### config.mk
export PLATFORM = sky130hd
export DESIGN_NAME = pll_reset_sequencer
export DESIGN_NICKNAME = d
export VERILOG_FILES = /design/src/rtl/pll_reset_sequencer_pkg.sv /design/src/rtl/pll_reset_sequencer_sync_2ff.sv /design/src/rtl/pll_reset_sequencer.sv
export SDC_FILE = /design/constraint.sdc
export NUM_CORES = 1
export LEC_CHECK = 0
export ABC_CLOCK_PERIOD_IN_PS = 4500
export CAP_MARGIN = 0
export CORE_MARGIN = 3
export CORE_UTILIZATION = 45
export DETAILED_ROUTE_END_ITERATION = 16
export GPL_TIMING_DRIVEN = 0
export HOLD_SLACK_MARGIN = 0.1
export PLACE_DENSITY = 0.67
export SLEW_MARGIN = 15
export SYNTH_ARGS = -nofsm -noshare
export SYNTH_HDL_FRONTEND = slang
export SYNTH_HIERARCHICAL = 1
export SYNTH_SLANG_ARGS = --single-unit
### constraint.sdc
create_clock -name clk -period 4.5 [get_ports clk]
set_clock_uncertainty 0.15 [all_clocks]
set_input_delay 1.125 -clock clk [delete_from_list [all_inputs] [get_ports clk]]
set_output_delay 1.125 -clock clk [all_outputs]
set_load 0.1 [all_outputs]
### src/rtl/pll_reset_sequencer_pkg.sv
`default_nettype none
// ============================================================================
// Module   : pll_reset_sequencer_pkg
// Brief    : State encoding, default parameters and helpers for the PLL
//            reset and lock supervisor.
// Revision : 1.0 - initial release
// ============================================================================
package pll_reset_sequencer_pkg;

    typedef enum logic [2:0] {
        RESET_PLL = 3'd0,
        WAIT_LOCK = 3'd1,
        STABILIZE = 3'd2,
        RUN       = 3'd3,
        FAIL      = 3'd4
    } state_t;

    localparam int c_DEF_RST_CYCLES    = 8;
    localparam int c_DEF_LOCK_TIMEOUT  = 1023;
    localparam int c_DEF_STABLE_CYCLES = 16;
    localparam int c_DEF_MAX_RETRIES   = 3;

    function automatic int max3(input int a, input int b, input int c);
        int m;
        m = (a > b) ? a : b;
        return (m > c) ? m : c;
    endfunction

endpackage
`default_nettype wire

### src/rtl/pll_reset_sequencer_sync_2ff.sv
`default_nettype none
// ============================================================================
// Module   : sync_2ff
// Brief    : 1-bit two-flop synchronizer with synchronous active-high clear.
// Revision : 1.0 - initial release
// ============================================================================
module sync_2ff (
    input  logic clk,
    input  logic rst,
    input  logic d,
    output logic q
);

    logic r_meta;
    logic r_sync;

    always_ff @(posedge clk) begin
        if (rst) begin
            r_meta <= 1'b0;
            r_sync <= 1'b0;
        end else begin
            r_meta <= d;
            r_sync <= r_meta;
        end
    end

    assign q = r_sync;

endmodule
`default_nettype wire

### src/rtl/pll_reset_sequencer.sv
`default_nettype none
// ============================================================================
// Module   : pll_reset_sequencer
// Brief    : Drives PLL RST, qualifies LOCKED, retries on timeout and gates
//            the downstream reset until lock has been stable.
// Revision : 1.0 - initial release
// ============================================================================
module pll_reset_sequencer
    import pll_reset_sequencer_pkg::*;
#(
    parameter int RST_CYCLES    = c_DEF_RST_CYCLES,
    parameter int LOCK_TIMEOUT  = c_DEF_LOCK_TIMEOUT,
    parameter int STABLE_CYCLES = c_DEF_STABLE_CYCLES,
    parameter int MAX_RETRIES   = c_DEF_MAX_RETRIES
) (
    input  logic clk,
    input  logic cpu_reset,
    input  logic locked_in,
    output logic pll_rst,
    output logic sys_rst,
    output logic ready,
    output logic fail,
    output logic [((MAX_RETRIES > 0) ? $clog2(MAX_RETRIES + 1) : 1)-1:0] retry_count
);

    localparam int c_RETRY_W = (MAX_RETRIES > 0) ? $clog2(MAX_RETRIES + 1) : 1;
    localparam int c_CNT_MAX = max3(RST_CYCLES, LOCK_TIMEOUT, STABLE_CYCLES);
    localparam int c_CNT_W   = (c_CNT_MAX > 1) ? $clog2(c_CNT_MAX) : 1;

    localparam logic [c_CNT_W-1:0]   c_RST_LAST     = c_CNT_W'(RST_CYCLES - 1);
    localparam logic [c_CNT_W-1:0]   c_TIMEOUT_LAST = c_CNT_W'(LOCK_TIMEOUT - 1);
    localparam logic [c_CNT_W-1:0]   c_STABLE_LAST  = c_CNT_W'(STABLE_CYCLES - 1);
    localparam logic [c_RETRY_W-1:0] c_MAX_RETRY    = c_RETRY_W'(MAX_RETRIES);

    state_t                r_state;
    state_t                w_state_nxt;
    logic [c_CNT_W-1:0]    r_cnt;
    logic [c_CNT_W-1:0]    w_cnt_nxt;
    logic [c_CNT_W-1:0]    w_cnt_inc;
    logic [c_RETRY_W-1:0]  r_retry;
    logic [c_RETRY_W-1:0]  w_retry_nxt;
    logic                  w_locked_s;

    sync_2ff u_lock_sync (
        .clk (clk),
        .rst (cpu_reset),
        .d   (locked_in),
        .q   (w_locked_s)
    );

    // Saturate instead of wrapping so a stuck state can never alias a terminal count.
    assign w_cnt_inc = (r_cnt == '1) ? r_cnt : r_cnt + 1'b1;

    always_comb begin
        w_state_nxt = r_state;
        w_cnt_nxt   = w_cnt_inc;
        w_retry_nxt = r_retry;
        case (r_state)
            RESET_PLL: begin
                if (r_cnt == c_RST_LAST) begin
                    w_state_nxt = WAIT_LOCK;
                    w_cnt_nxt   = '0;
                end
            end
            WAIT_LOCK: begin
                // Lock is checked before the timeout so a late lock is never retried.
                if (w_locked_s) begin
                    w_state_nxt = STABILIZE;
                    w_cnt_nxt   = '0;
                end else if (r_cnt == c_TIMEOUT_LAST) begin
                    w_cnt_nxt = '0;
                    if (r_retry < c_MAX_RETRY) begin
                        w_retry_nxt = r_retry + 1'b1;
                        w_state_nxt = RESET_PLL;
                    end else begin
                        w_state_nxt = FAIL;
                    end
                end
            end
            STABILIZE: begin
                if (!w_locked_s) begin
                    w_state_nxt = WAIT_LOCK;
                    w_cnt_nxt   = '0;
                end else if (r_cnt == c_STABLE_LAST) begin
                    w_state_nxt = RUN;
                    w_cnt_nxt   = '0;
                end
            end
            RUN: begin
                w_cnt_nxt = '0;
                if (!w_locked_s) begin
                    w_state_nxt = RESET_PLL;
                    w_retry_nxt = '0;
                end
            end
            FAIL: begin
                w_cnt_nxt = '0;
            end
            default: begin
                w_state_nxt = RESET_PLL;
                w_cnt_nxt   = '0;
            end
        endcase
    end

    // Outputs are decoded from the next state so they move on the same edge as the state.
    always_ff @(posedge clk) begin
        if (cpu_reset) begin
            r_state <= RESET_PLL;
            r_cnt   <= '0;
            r_retry <= '0;
            pll_rst <= 1'b1;
            sys_rst <= 1'b1;
            ready   <= 1'b0;
            fail    <= 1'b0;
        end else begin
            r_state <= w_state_nxt;
            r_cnt   <= w_cnt_nxt;
            r_retry <= w_retry_nxt;
            pll_rst <= (w_state_nxt == RESET_PLL) || (w_state_nxt == FAIL);
            sys_rst <= (w_state_nxt != RUN);
            ready   <= (w_state_nxt == RUN);
            fail    <= (w_state_nxt == FAIL);
        end
    end

    assign retry_count = r_retry;

endmodule
`default_nettype wire
# ---- Yosys cells after proc, flatten, opt, wreduce, memory -nomap -nowiden
# Cells that the tools add are included.
dict set report op_classes {
  order_cmp 1
  eq_ne 15
  add_sub_neg 2
  reduce_logical 5
  n_mux 20
}
# operator count
set op_table {}
lappend op_table {{2-to-1 mux 10 bit} 6}
lappend op_table {{one-hot mux 10 bit (3 select lines)} 1}
lappend op_table {{2-to-1 mux 3 bit} 7}
lappend op_table {{== test 10 bit (second input constant)} 2}
lappend op_table {{one-hot mux 3 bit (5 select lines)} 1}
lappend op_table {{adder 10 x 1 -> 10 bit (second input constant)} 1}
lappend op_table {{== test 10 x 3 -> 1 bit (second input constant)} 1}
lappend op_table {{== test 10 x 4 -> 1 bit (second input constant)} 1}
lappend op_table {{== test 3 x 2 -> 1 bit (second input constant)} 3}
lappend op_table {{2-to-1 mux 2 bit} 4}
lappend op_table {{!= test 2 bit (second input constant)} 4}
lappend op_table {{== test 3 bit (second input constant)} 2}
lappend op_table {{zero test 3 bit} 2}
lappend op_table {{AND reduction 5 bit} 1}
lappend op_table {{one-hot mux 2 bit (2 select lines)} 1}
lappend op_table {{== test 3 x 1 -> 1 bit (second input constant)} 1}
lappend op_table {{!= test 3 x 2 -> 1 bit (second input constant)} 1}
lappend op_table {{adder 2 x 1 -> 2 bit (second input constant)} 1}
lappend op_table {{less-than comparator 2 bit (second input constant)} 1}
lappend op_table {{nonzero test 2 bit} 1}
lappend op_table {{logical OR 1 bit} 1}
dict set report word_totals {
  inputBits 3
  reg_bits 21
  out_inout_bits 6
}

# ---- Depth between registers and ports, before layout
# Gate-level depths: netlist (run 1).
dict set report logic_depth {
  word_depth 7
  mapped_depth 7
}

# ---- By module
# The synthesis (run 1) kept the hierarchy.
# mod instances seq_area_each_um2 area_per_inst_um2 cells_per_inst
set modules_own_cells {}
lappend modules_own_cells {pll_reset_sequencer 1 380.4 1056.0 119}
lappend modules_own_cells {sync_2ff 1 40.0 52.6 4}

# ---- Worst setup path after synthesis (run 1)
# Ideal clock, no wire load.
dict set report synth_path {
  path_type {input -> register}
  startpoint {in cpu_reset}
  endpoint {reg r_cnt[5]}
  cell_stages 5
  setup_slack_ns 2.002
  path_buffers 1
  setup_ns 0.139
  arrival_ns 2.208
  path_cell_list {buf_1 > nor2_1 > nor4b_2 > a221oi_4 > a22oi_1}
}
# item line
set synth_rtl {}
lappend synth_rtl {{from (decl)} pll_reset_sequencer.sv:17} ;# input logic cpu_reset,
lappend synth_rtl {{to (signal assigned)} pll_reset_sequencer.sv:118} ;# r_cnt <= w_cnt_nxt;
lappend synth_rtl {{to (decl)} pll_reset_sequencer.sv:37} ;# logic [c_CNT_W-1:0] r_cnt;

# ---- Worst setup path in the final report (run 1)
dict set report layout_path {
  startpoint {reg r_retry[0], in the netlist retry_count[0]}
  endpoint {out retry_count[0] (netlist name)}
}
# item line
set layout_rtl {}
lappend layout_rtl {{from (decl)} pll_reset_sequencer.sv:40} ;# logic [c_RETRY_W-1:0] r_retry;
lappend layout_rtl {{from (signal assigned)} pll_reset_sequencer.sv:119} ;# r_retry <= w_retry_nxt;
lappend layout_rtl {{to (decl)} pll_reset_sequencer.sv:23} ;# output logic [((MAX_RETRIES > 0) ? $clog2(MAX_RETRIES + 1) : 1)-1:0] retry_count
# No word-level cell between the ends.

==> results.md, run 1 <==
- GPL Wtd Cong: ~0.84
- Crit Path Category: reg -> out
- Fill cell count: 213
- Sw Ratio: 0.242
- Ys async rst share: 0
- Max cap viols: 0
- Clk pin slew, worst setup/hold paths: ~110 ps
- Final Cell Area: roughly 0.0013 sq mm
- Nature of the critical path endpoint: primary output
- Power Density: 245 mW/mm^2
- All-layer global routing usage: 0.159
- Slew @ Worst Pin: 971 ps
- FP Rows: 17
- Vias/cell: 6.00
- CP max-delay cell: clkdlybuf4s50_1
- Number of port buffers: 8
- Net load switching power: 0.0741 mW
- Syn Std Cell Area: 0.00111 sq mm
- PostCTS Resize Cnt: 0
- Root Driver: clkbuf_4
- P_int: 0.232 mW
- Total core area: 0.00228 sq mm
- Vias: 978
- Flop pwr share: 0.633
- Crit path largest cell delay: 1140 ps
- Number of synthesized flops with an enable pin: 0
- Data required, critical path: 3220 ps
- Clk pwr share: 0.296
- Inserted Clock Buffers: 3
- Clk_lat worst skew: just over 300 ps
- Tmin final: roughly 3100 ps
- Final Hold Fails: 0
- CP top delay family: buffers and inverters
- CP Cell Sequence: clkdlybuf4s50_1
- DP HPWL: 1690 microns
- Fmax achieved: 0.322 GHz
- Reg2reg path depth: 4
- Mapped Cells: around 120
- R2r endpoint: r_cnt[7]$_SDFF_PP0_
- Die ar.: 0.00310 sq mm
- Vias in the first global route: a little under 900
- GR Overflow Total: 0
- Routed WL per cell: 14.2 microns
- Synth area leaders: dfxtp_1 38%, a21oi_1 5.0%, ha_1 3.4%
- Worst EP arrival: between 1500 and 2000 ps
- Largest net degree at the start of global routing: 13
- HP Class: reg -> reg
- Worst r2r src: r_cnt[1]$_SDFF_PP0_
- Starting density of the core: 0.487
- Startpoint types: register
- FF+latch count, synth: 21
- # clock sinks: 21
- Routed Antenna Nets: 0
- YS warnings: 6
- Final WL: 2310 microns
- Worst hold path startpoint: u_lock_sync/r_meta$_SDFF_PP0_
- RSZ-0062 raised after global routing: no
- Final setup TNS: 0 ps
- First-pass GRT wire length: ~4000 microns
- LEAKAGE: roughly 0.43 nW
- Post-DP Area: roughly 0.0012 sq mm
- Layout cells sized above 1: 0.119
- Hold Path Sink: u_lock_sync/q$_SDFF_PP0_
- Area leader, netlist: dfxtp_1
- Syn_nets: 129
- Area delta synth->final: 12.9%
- Status: complete, no violations
- H-tree levels: 1
- Post-CTS Setup Bufs: 0
- Iter 0 DRT Violations: 21
- Ant. Diodes: 0
- 1st-pass router iterations: 4
- Synth top area share: 0.379
- Period utilisation layout: 0.689
- Slew Limit Fails: 0
- Cts hold-fix bufs: 0
- Cell variety after synth: 41
- Clock Path Buffers: 2
- Initial antenna violation count: 0
- Buf+Inv Stages, Crit Path: 1
- Syn Area/Cell: approximately 9 sq um
- Worst hold stages: 1
- Seq/Total Area, Yosys: 0.379
- Net count, final: 142
- Die Span Y: around 56 microns
- Peak VDD IR: 0.249 mV
- CTS tree: done
- Combinational Power Share: 0.071
- Final setup fails: 0
- Main synth FF type: dfxtp_1
- Rel. slew slack: 0.351
- Reg-to-reg slack, setup: 2500 ps
- Number of top-level pins: 9
- Max FO, Critical Path: 4
- DRC viols: 0
- Die Width: 55.6 microns
cells in the final DEF, fill, tap and decap left out, drive strengths merged, types with 2 or more instances in the layout:
| cell type | Yosys | final |
|---|---|---|
| and3 | 4 | 4 |
| a31oi | 5 | 5 |
| a22oi | 3 | 3 |
| nand2 | 7 | 7 |
| or3b | 2 | 2 |
| a211oi | 3 | 3 |
| clkbuf | 2 | 5 |
| or3 | 2 | 2 |
| and3b | 2 | 2 |
| nand4 | 3 | 3 |
| inv | 3 | 3 |
| nand3 | 5 | 5 |
| and4 | 2 | 2 |
| nor2b | 2 | 2 |
| clkdlybuf4s50 | 0 | 8 |
| a221oi | 2 | 2 |
| a21oi | 11 | 11 |
| nor4b | 2 | 2 |
| ha | 3 | 3 |
| o21ai | 7 | 7 |
| dfxtp | 21 | 21 |
| nor2 | 7 | 7 |
| buf | 4 | 4 |
| nand2b | 3 | 3 |
| nor3 | 4 | 4 |
| mux2i | 2 | 2 |
metal layers:
layer | wire, microns | vias to the layer above | global-route usage | share of wire
met5 | 0 | - | 0 | 0
met4 | 34 | 0 | 0.0556 | 0.015
met3 | 66 | 4 | 0.0510 | 0.029
met2 | 1080 | 11 | 0.238 | 0.47
met1 | 1130 | 463 | 0.214 | 0.49
li1 | - | 500 | - | -
Yosys cell counts (all sizes together), types with 2 or more instances:
library cell and count:
dfxtp 21, a21oi 11, nand2 7, nor2 7
o21ai 7, a31oi 5, nand3 5, and3 4
buf 4, nor3 4, a211oi 3, a22oi 3
ha 3, inv 3, nand2b 3, nand4 3
a221oi 2, and3b 2, and4 2, clkbuf 2
mux2i 2, nor2b 2, nor4b 2, or3 2
or3b 2
metrics by stage:
stage / setup WS, ps / power, mW / cells / hold slack (ps) / util
after global placement: 1240 / 0.220 / 159 / 278 / 0.538
after global routing: 1320 / 0.321 / 163 / 326 / 0.550
after detailed placement: 1220 / 0.220 / 159 / 304 / 0.538
after CTS: 1380 / 0.310 / 163 / 323 / 0.550
final: 1400 / 0.306 / 163 / 314 / 0.550
after floorplan: 2000 / 0.214 / 123 / 264 / -
layout make-up:
class	instances	area, sq um	area share
plain buffers	6	26.3	0.0210
clock buffers	3	22.5	0.0180
clock inverters	1	5.00	0.00400
inverters	3	11.3	0.00900
multi-input cells	93	651	0.520
flip-flops and latches	21	420	0.336
well taps	28	35.0	0.0280
repair buffers	8	80.1	0.0640
state kept, by name, indices dropped and copies added, names as in the netlist:
name                count
pll_rst                 1
sys_rst                 1
ready                   1
retry_count             2
r_cnt                  10
u_lock_sync/r_meta      1
r_state                 3
u_lock_sync/q           1
fail                    1
cell families after synthesis:
group	share of synthesized area
xor+xnor	0.00790
mux	0.0181
simple gates	0.264
compound gates	0.263
flops	0.379
buf+inv	0.0339
fa+ha+maj	0.0339
power groups by stage:
| stage | Sequential [mW] | Combinational [mW] | Clock, mW |
|---|---|---|---|
| floorplan | 0.198 | 0.0161 | 0 |
| global placement | 0.198 | 0.0214 | 0 |
| detailed placement | 0.198 | 0.0217 | 0 |
| CTS | 0.194 | 0.0218 | 0.0946 |
| global route | 0.195 | 0.0244 | 0.102 |
| finish | 0.194 | 0.0217 | 0.0906 |
worst max-delay path by stage:
stage	cells after the start	slack (ps)	startpoint	end
floorplan	5	2000	cpu_reset	r_cnt[5]$_SDFF_PP0_
global placement	6	1240	cpu_reset	r_cnt[5]$_SDFF_PP0_
detailed placement	6	1220	cpu_reset	r_cnt[5]$_SDFF_PP0_
CTS	1	1380	retry_count[0]$_SDFFE_PP0P_	retry_count[0]
global route	1	1320	retry_count[0]$_SDFFE_PP0P_	retry_count[0]
finish	1	1400	retry_count[0]$_SDFFE_PP0P_	retry_count[0]
Power figures use the tool's default switching activity.
==> inputs of run 2 (changes only) <==
Settings changed: ABC_CLOCK_PERIOD_IN_PS 4500 to 2600, PLACE_DENSITY 0.67 to 0.7.
Clock period 4.5 ns to 2.6 ns, I/O delays scaled along.
==> results.md, run 2 (synthesized netlist as in run 1, its figures left out) <==
- Routed Antenna Nets: 0 (unchanged)
- All-layer global routing usage: 0.153 (-0.00665)
- First-pass GRT wire length: 3920 microns (-1.9%)
- FP Rows: 17 (unchanged)
- Peak VDD IR: 0.291 mV (+17%)
- Ant. Diodes: 0 (unchanged)
- DP HPWL: 1700 microns (+0.31%)
- Reg-to-reg slack, setup: 660 ps (-1840 ps)
- Biggest register: r_cnt
- Max FO, Critical Path: 1 (-3)
- Hold Path Sink: u_lock_sync/q$_SDFF_PP0_
- Tmin final: around 2600 ps
- Clk pin slew, worst setup/hold paths: 120 ps (about the same)
- Fill cell count: 201 (-5.6%)
- Area delta synth->final: 14.1%
- Fin Hold WS: 306 ps (-7.78 ps)
- Slew @ Worst Pin: 968 ps (-3.37 ps)
- Fmax achieved: 0.390 GHz
- Post-DP Area: 0.00122 sq mm (unchanged)
- Root Driver: clkbuf_4
- Routed WL per cell: 14.0 microns (-1.1%)
- Vias in the first global route: 908 (+4.8%)
- Startpoint types: register
- Crit path largest cell delay: 1120 ps (-20 ps)
- Final Hold Fails: 0 (unchanged)
- Crit path from: pll_rst$_SDFF_PP1_
- Worst hold path startpoint: u_lock_sync/r_meta$_SDFF_PP0_
- Dpl ws: -221 ps (-1440 ps)
- 1st-pass router iterations: 4 (unchanged)
- Number of port buffers: 8 (unchanged)
- CP top delay family: buffers and inverters
- RSZ-0062 raised after global routing: no
- Worst hold stages: 1 (unchanged)
- Buf+Inv Stages, Crit Path: 1 (unchanged)
- Most frequent cells in the layout: 21 x dfxtp_1, 11 x a21oi_1, 7 x nor2_1, 7 x nand2_1, 7 x o21ai_0
- Inserted Clock Buffers: 3 (unchanged)
- Layout cells sized above 1: 0.124 (+0.00557)
- Worst EP arrival: 1760 ps (-70 ps)
- Die Span Y: 55.6 microns (unchanged)
- Rel. slew slack: 0.353 (+0.00225)
- CP Cell Sequence: clkdlybuf4s50_1
- Crit Path Category: reg -> out
- Nature of the critical path endpoint: primary output
- Cts hold-fix bufs: 0 (unchanged)
- Post-Layout Cell Count: 165 (+1.2%)
- R2r endpoint: r_cnt[5]$_SDFF_PP0_
- Sequential Area: 420 sq um (unchanged)
- Largest register FFs: 10 (unchanged)
- Reg2reg path depth: 5 (+1)
- HP Class: reg -> reg
- Iter 0 DRT Violations: 52 (+150%)
- Area of the multi-input gates: 651 sq um (unchanged)
- GPL Wtd Cong: 0.896 (+6.3%)
- Die ar.: 0.00310 sq mm (unchanged)
- Worst setup margin: 39.2 ps (-1360 ps)
- CTS tree: done
- GR Overflow Total: 0 (unchanged)
- Net count, final: 144 (+1.4%)
- Clk_lat worst skew: 310 ps (about the same)
- Worst path depth: 1 (unchanged)
- Dpl cells: 159 (unchanged)
- Max cap viols: 0 (unchanged)
- Clock Path Buffers: 2 (unchanged)
- LEAKAGE: 0.462 nW (+8.4%)
- H-tree levels: 1 (unchanged)
- Commonest non-fill, non-tap cell in the layout: dfxtp_1
- Total core area: 0.00228 sq mm (unchanged)
- Largest net degree at the start of global routing: 12 (-1)
- Slew Limit Fails: 0 (unchanged)
- CP max-delay cell: clkdlybuf4s50_1
- Initial antenna violation count: 0 (unchanged)
- Total power: 0.535 mW (+75%)
- Period utilisation layout: 0.985
- Final WL: 2310 microns (about the same)
- Worst r2r src: r_cnt[6]$_SDFF_PP0_
- Data required, critical path: 1800 ps (-1420 ps)
- Final setup fails: 0 (unchanged)
- # clock sinks: 21 (unchanged)
- DRC viols: 0 (unchanged)
- Starting density of the core: 0.487 (unchanged)
- Status: complete, no violations
- Die Width: 55.6 microns (unchanged)
- Final Cell Area: 0.00126 sq mm (+1.1%)
- Vias: 957 (-2.1%)
- Number of top-level pins: 9 (unchanged)
- Power Density: 423 mW/mm^2 (+73%)
- Vias/cell: 5.80 (-3.3%)
==> run 2: power by group <==
part	internal [mW]	leakage, nW	switching, mW	total (mW)
Sequential	0.328	0.170	0.00705	0.336
Combinational	0.0187	0.276	0.0221	0.0409
Clock	0.0598	0.0150	0.0992	0.159
Total	0.407	0.462	0.128	0.535
==> run 2: how the worst max path moves through the flow <==
stage | end | slack (ps)
finish | pll_rst | 40
global route | pll_rst | 10
CTS | fail | 10
detailed placement | r_cnt[7]$_SDFF_PP0_ | -220
global placement | r_cnt[5]$_SDFF_PP0_ | -180
floorplan | r_cnt[5]$_SDFF_PP0_ | 580
==> run 2: cell type report <==
type,count,area share
plain buffers,6,0.0208
clock buffers,4,0.0208
well taps,28,0.0277
multi-input cells,93,0.514
repair buffers,10,0.0752
inverters,3,0.00890
flip-flops and latches,21,0.332
==> run 2: layer usage <==
metal | GRT usage | routed length [microns] | up-vias
li1 | - | - | 497
met1 | 0.201 | 1130 | 430
met2 | 0.238 | 1050 | 26
met3 | 0.0464 | 113 | 4
met4 | 0.0486 | 20 | 0
met5 | 0 | 0 | -
==> run 2: metrics by stage <==
stage               utilization  TNS, ps
finish                    0.556        0
global route              0.556        0
floorplan                     -        0
detailed placement        0.538    -1850
global placement          0.538    -1510
CTS                       0.548        0
==> run 2: worst reg2reg max path: stages (launching register included) <==
cell      delay, ps
dfxtp_1         510
nand3_1         250
o31ai_1         440
nand2b_1        150
buf_2           210
a22oi_1         120
==> run 2: what timing repair did <==
item / in CTS / in global routing
gates cloned: 0 / 0
pin swaps: 0 / 1
resized for setup: 2 / 1
buffers inserted: 0 / 2
setup endpoints to repair: 2 / 3
==> inputs of run 3 (changes only) <==
Settings changed: ABC_AREA set to 0.
==> results of run 3 <==
Final layout, timing and power as in run 2 (identical DEF).
